[config.mk]
export PLATFORM = sky130hd
export DESIGN_NAME = key_event_queue
export DESIGN_NICKNAME = d
export VERILOG_FILES = /design/src/rtl/key_event_queue.sv
export SDC_FILE = /design/constraint.sdc
export NUM_CORES = 1
export LEC_CHECK = 0
export ABC_CLOCK_PERIOD_IN_PS = 3050
export CAP_MARGIN = 20
export CORE_AREA = 2 2 64 66
export DETAILED_ROUTE_END_ITERATION = 10
export DIE_AREA = 0 0 66 68
export DONT_BUFFER_PORTS = 1
export MAX_ROUTING_LAYER = met4
export PLACE_DENSITY_LB_ADDON = 0.08
export SYNTH_ARGS = -nofsm -noshare
export SYNTH_HDL_FRONTEND = slang
export SYNTH_SLANG_ARGS = --single-unit
export TNS_END_PERCENT = 5
[constraint.sdc]
create_clock -name clk_1kHz -period 3.05 [get_ports clk_1kHz]
set_clock_uncertainty 0.15 [all_clocks]
set_input_delay 0.61 -clock clk_1kHz [delete_from_list [all_inputs] [get_ports clk_1kHz]]
set_output_delay 0.61 -clock clk_1kHz [all_outputs]
set_load 0.03 [all_outputs]
[src/rtl/key_event_queue.sv]
`default_nettype none
// ============================================================================
//  Module      : key_event_queue
//  Description : Push-button conditioning for the river-crossing game.
//                Four raw buttons are synchronized, debounced and turned
//                into single press events. The events are delivered one at
//                a time through a valid/ack handshake. Clocked at 1 kHz, so
//                one cycle is one millisecond.
//                Optional feature macro: KEY_AUTOREPEAT_EN adds hold-to-repeat.
//  Revision    : 1.0 - initial release
// ============================================================================
module key_event_queue #(
  parameter int DEBOUNCE_MS = 20,
  parameter int HOLD_MS     = 500,
  parameter int REPEAT_MS   = 250
) (
  input  logic       clk_1kHz,
  input  logic       rst_n,
  input  logic       btn_7,
  input  logic       btn_6,
  input  logic       btn_5,
  input  logic       btn_4,
  input  logic       key_ack,
  output logic       key_valid,
  output logic [1:0] key_code,
  output logic [3:0] key_level,
  output logic       key_drop
);

  localparam int                 c_CNT_W   = $clog2(DEBOUNCE_MS + 1);
  // The level flips on the edge at which the count would reach DEBOUNCE_MS.
  localparam logic [c_CNT_W-1:0] c_DB_LAST = c_CNT_W'(DEBOUNCE_MS - 1);

  localparam logic [0:0] c_ST_EMPTY = 1'b0;
  localparam logic [0:0] c_ST_FULL  = 1'b1;

  logic [3:0] w_raw;
  logic [3:0] r_sync1;
  logic [3:0] r_sync2;
  logic [3:0] w_level;
  logic [3:0] w_press;
  logic [3:0] w_rep;
  logic [3:0] w_req;
  logic [1:0] w_win_code;
  logic       w_multi;

  logic [0:0] r_state;
  logic [0:0] w_state_nxt;
  logic [1:0] r_code;
  logic [1:0] w_code_nxt;
  logic       r_drop;
  logic       w_drop;

  assign w_raw = {btn_7, btn_6, btn_5, btn_4};

  // Two-flop synchronizer for all four raw buttons.
  always_ff @(posedge clk_1kHz or negedge rst_n) begin
    if (!rst_n) begin
      r_sync1 <= 4'b0000;
      r_sync2 <= 4'b0000;
    end else begin
      r_sync1 <= w_raw;
      r_sync2 <= r_sync1;
    end
  end

  generate
    for (genvar gi = 0; gi < 4; gi++) begin : g_chan
      logic [c_CNT_W-1:0] r_db_cnt;
      logic               r_lvl;
      logic               r_lvl_d;
      logic               w_press_i;

      // Debounce: count disagreement cycles, flip the level once it persists.
      always_ff @(posedge clk_1kHz or negedge rst_n) begin
        if (!rst_n) begin
          r_db_cnt <= '0;
          r_lvl    <= 1'b0;
        end else if (r_sync2[gi] != r_lvl) begin
          if (r_db_cnt == c_DB_LAST) begin
            r_lvl    <= ~r_lvl;
            r_db_cnt <= '0;
          end else begin
            r_db_cnt <= r_db_cnt + c_CNT_W'(1);
          end
        end else begin
          r_db_cnt <= '0;
        end
      end

      // Delayed level, used to spot the 0->1 transition.
      always_ff @(posedge clk_1kHz or negedge rst_n) begin
        if (!rst_n) begin
          r_lvl_d <= 1'b0;
        end else begin
          r_lvl_d <= r_lvl;
        end
      end

      assign w_press_i   = r_lvl & ~r_lvl_d;
      assign w_press[gi] = w_press_i;
      assign w_level[gi] = r_lvl;

`ifdef KEY_AUTOREPEAT_EN
      localparam int                 c_RPT_MAX   = (HOLD_MS > REPEAT_MS) ? HOLD_MS : REPEAT_MS;
      localparam int                 c_RPT_W     = $clog2(c_RPT_MAX + 1);
      localparam logic [c_RPT_W-1:0] c_HOLD_LAST = c_RPT_W'(HOLD_MS - 1);
      localparam logic [c_RPT_W-1:0] c_REP_LAST  = c_RPT_W'(REPEAT_MS - 1);

      logic [c_RPT_W-1:0] r_rpt_cnt;
      logic               r_rpt_phase;   // 0: waiting for hold, 1: repeating
      logic               w_rpt_hit;

      assign w_rpt_hit = r_lvl & ~w_press_i &
                         (r_rpt_cnt == (r_rpt_phase ? c_REP_LAST : c_HOLD_LAST));
      assign w_rep[gi] = w_rpt_hit;

      // Repeat timer: restarts on press, idles while released, reloads on each hit.
      always_ff @(posedge clk_1kHz or negedge rst_n) begin
        if (!rst_n) begin
          r_rpt_cnt   <= '0;
          r_rpt_phase <= 1'b0;
        end else if (!r_lvl || w_press_i) begin
          r_rpt_cnt   <= '0;
          r_rpt_phase <= 1'b0;
        end else if (w_rpt_hit) begin
          r_rpt_cnt   <= '0;
          r_rpt_phase <= 1'b1;
        end else begin
          r_rpt_cnt   <= r_rpt_cnt + c_RPT_W'(1);
        end
      end
`else
      assign w_rep[gi] = 1'b0;
`endif
    end
  endgenerate

`ifndef KEY_AUTOREPEAT_EN
  // Repeat timing parameters only matter when the repeat logic is built.
  logic w_unused_cfg;
  assign w_unused_cfg = (HOLD_MS != REPEAT_MS);
`endif

  assign w_req = w_press | w_rep;

  // Fixed priority: higher code wins, any additional request is a loser.
  always_comb begin
    w_win_code = 2'd0;
    if (w_req[3]) begin
      w_win_code = 2'd3;
    end else if (w_req[2]) begin
      w_win_code = 2'd2;
    end else if (w_req[1]) begin
      w_win_code = 2'd1;
    end
    w_multi = |(w_req & (w_req - 4'd1));
  end

  // Single-entry event register with drop detection.
  always_comb begin
    w_state_nxt = r_state;
    w_code_nxt  = r_code;
    w_drop      = 1'b0;
    case (r_state)
      c_ST_EMPTY: begin
        if (|w_req) begin
          w_state_nxt = c_ST_FULL;
          w_code_nxt  = w_win_code;
          w_drop      = w_multi;
        end
      end
      default: begin
        if (key_ack) begin
          if (|w_req) begin
            w_code_nxt = w_win_code;
            w_drop     = w_multi;
          end else begin
            w_state_nxt = c_ST_EMPTY;
          end
        end else begin
          w_drop = |w_req;
        end
      end
    endcase
  end

  // Event register, code and registered drop pulse.
  always_ff @(posedge clk_1kHz or negedge rst_n) begin
    if (!rst_n) begin
      r_state <= c_ST_EMPTY;
      r_code  <= 2'd0;
      r_drop  <= 1'b0;
    end else begin
      r_state <= w_state_nxt;
      r_code  <= w_code_nxt;
      r_drop  <= w_drop;
    end
  end

  assign key_valid = (r_state == c_ST_FULL);
  assign key_code  = r_code;
  assign key_level = w_level;
  assign key_drop  = r_drop;

endmodule
`default_nettype wire

==> reports/results.tsv <==
metric	value	unit
status	completed	
crit path kind	reg -> reg	
Min-Delay Path Class	in -> async	
clock sink count	40	
Worst-path clk slew	0.07	ns
Crit path max-delay family	flip-flops	
GRT Util Overall	13.2	%
layout cells sized above 1	10.5	%
DRT iter0 DRCs	67	
number of H-tree levels	2	
CTS Buf Count	5	
antenna-violating nets left	0	
Die Wd	66	microns
Core ar.	0.00386	sq mm
diodes inserted	0	
post-route cell area	0.00176	sq mm
endpoints failing hold	0	
Clock Path Buffers	2	
Final Cycle Share	56.3	%
synth top area cells	dfrtp_1 (62%), xor2_1 (4.9%), xnor2_1 (3.8%), nor2_1 (3.5%), ha_1 (3.1%)	
slowest stage delay, CP	0.54	ns
syn_area_per_cell	12.7	sq um
worst slack, placed	1.34	ns
post-DP HPWL	1.52	mm
most common cell after layout, fill and taps aside	dfrtp_1	
final slew viol count	0	
WL final	2.30	mm
top cell type's share of synthesized area	61.8	%
post-synthesis sequential area ratio	61.8	%
PostCTS Resize Cnt	0	
crit path launch	g_chan[1].r_lvl	
I/O pin count	15	
routed length per instance	12.6	microns
YS warnings	0	
PwrDens	539	mW/mm^2
via/cell ratio	4.87	
total power draw	0.949	mW
Data required, critical path	3.07	ns
Nets	143	
dominant cell type by area after synthesis	dfrtp_1	
worst path cell trace	nor2b_4 > o41ai_2 > mux2_1	
Die Y	68	microns
leakage	0.808	nW
Synth Instances	128	
critical path's slowest cell	dfrtp_1	
crit-path max FO	6	
FF-to-FF Start	g_chan[1].r_lvl	
starting density of the core	42.0	%
FP Rows	23	
unrepaired setup endpoints after global routing	no	
Worst Tran Pin Value	0.576	ns
Post-Syn Nets	139	
final worst path period need	1.72	ns
worst path buffer plus inverter count	0	
maximum vdd drop	0.276	mV
CP Launch Type	flop	
fmax	583	MHz
vias in the first global route	924	
placed instance area	0.00165	sq mm
via count of the routed design	891	
worst skew pair latency	0.28	ns
Yosys reg bits	40	
Yosys cell types	26	
antenna violations before repair	0	
GRT overflow	0	
Max-cap violations	0	
area growth from synthesis to layout	8.80	%
CTS Root Cell	clkbuf_8	
final setup fails	0	
CP arrival	1.73	ns
DRC viols	0	
CP endpoint kind	flop	
Netlist Area Pre-Place	0.00162	sq mm
total die area	0.00449	sq mm
commonest cells after routing, fill and taps aside	dfrtp_1 (40), nor2_1 (15), xor2_1 (9), nand3_1 (8), xnor2_1 (7)	
first-pass GRT wire length	4.16	mm
Buffers on Ports	0	
CTS tree	done	
Slew HR	61.3	%
Sum Neg Setup Slack	0	ns
gpl congestion	0.742	
DR pass1 iterations	4	
setup slack after layout	1.33	ns
largest net degree at the start of global routing	41	
[synth_stat cells]
| cell | number |
|---|---|
| nor3_1 | 4 |
| nand2b_1 | 3 |
| inv_1 | 1 |
| nor2_1 | 15 |
| nor2b_4 | 2 |
| nor2b_1 | 3 |
| ha_1 | 4 |
| o31ai_1 | 4 |
| dfrtp_1 | 40 |
| xor2_1 | 9 |
| nor4bb_1 | 1 |
| nand3_1 | 8 |
| o21bai_1 | 1 |
| a21oi_1 | 1 |
| o41ai_2 | 1 |
| and2_1 | 6 |
| mux2_2 | 4 |
| nand4_1 | 1 |
| buf_4 | 4 |
| xnor2_1 | 7 |
| o21ai_0 | 1 |
| mux2_1 | 1 |
| o2bb2ai_1 | 1 |
| nor4_1 | 1 |
| nand2_1 | 4 |
| maj3_1 | 1 |
[per-stage QoR]
stage | std cells | util, % | hold slack [ns]
after CTS | 183 | 45.7 | 0.00621
after detailed placement | 174 | 42.9 | 0.165
after global placement | 174 | 42.9 | 0.165
final | 183 | 45.7 | 0.00989
after floorplan | 128 | - | 0.164
after global routing | 183 | 45.7 | 0.00346
[area by class of cell]
| type | instances | area, sq um |
|---|---|---|
| Clock buffer | 8 | 90.1 |
| Timing Repair Buffer | 1 | 20.0 |
| Inverter | 1 | 3.75 |
| Fill cell | 381 | 2090 |
| Tap cell | 50 | 62.6 |
| Multi-Input combinational cell | 83 | 586 |
| Sequential cell | 40 | 1000 |
[what timing repair did]
action / in CTS / in global routing
buffers inserted: 0 / 0
hold buffers: 1 / 0
hold endpoints to repair: 40 / 0
[flip-flops by register name, indices dropped and copies added (netlist names)]
register	cells
key_valid	1
g_chan.r_lvl_d	4
r_sync1	4
g_chan.r_db_cnt	20
key_code	2
r_sync2	4
key_drop	1
g_chan.r_lvl	4
[power by group]
group	total [mW]	switching, mW	internal [mW]
registers	0.562	0.0136	0.549
clock network	0.348	0.164	0.184
logic	0.0390	0.0224	0.0166
[layer usage]
| layer | track usage [%] | vias to the layer above | part of all wire [%] |
|---|---|---|---|
| li1 | - | 433 | - |
| met5 | - | - | 0 |
| met2 | 21.0 | 18 | 49 |
| met1 | 14.7 | 435 | 44 |
| met3 | 5.43 | 5 | 5.3 |
| met4 | 6.12 | 0 | 1.6 |
[final timing paths]
kind	to	cells past startpoint	slack, ns
max	key_code[0]	3	1.33
min	g_chan[0].r_db_cnt[2]	1	0.01
max reg2reg	key_code[0]	3	1.33
min reg2reg	r_sync2[3]	0	0.20
max in group asynchronous	r_sync1[0]	1	2.55
min in group clk_1kHz	r_sync1[1]	0	0.20
[cells by family after synthesis]
kind of cell	after synthesis	share of synthesized area [%]
xor gates and xnor gates	16	8.65
adders and majority gates	5	3.71
DFF	40	61.8
AOI/OAI and AO/OA	9	4.48
and+or+nand+nor	48	15.8
buffers and inverters	5	2.08
muxes	5	3.47
Power figures use the tool's default switching activity.
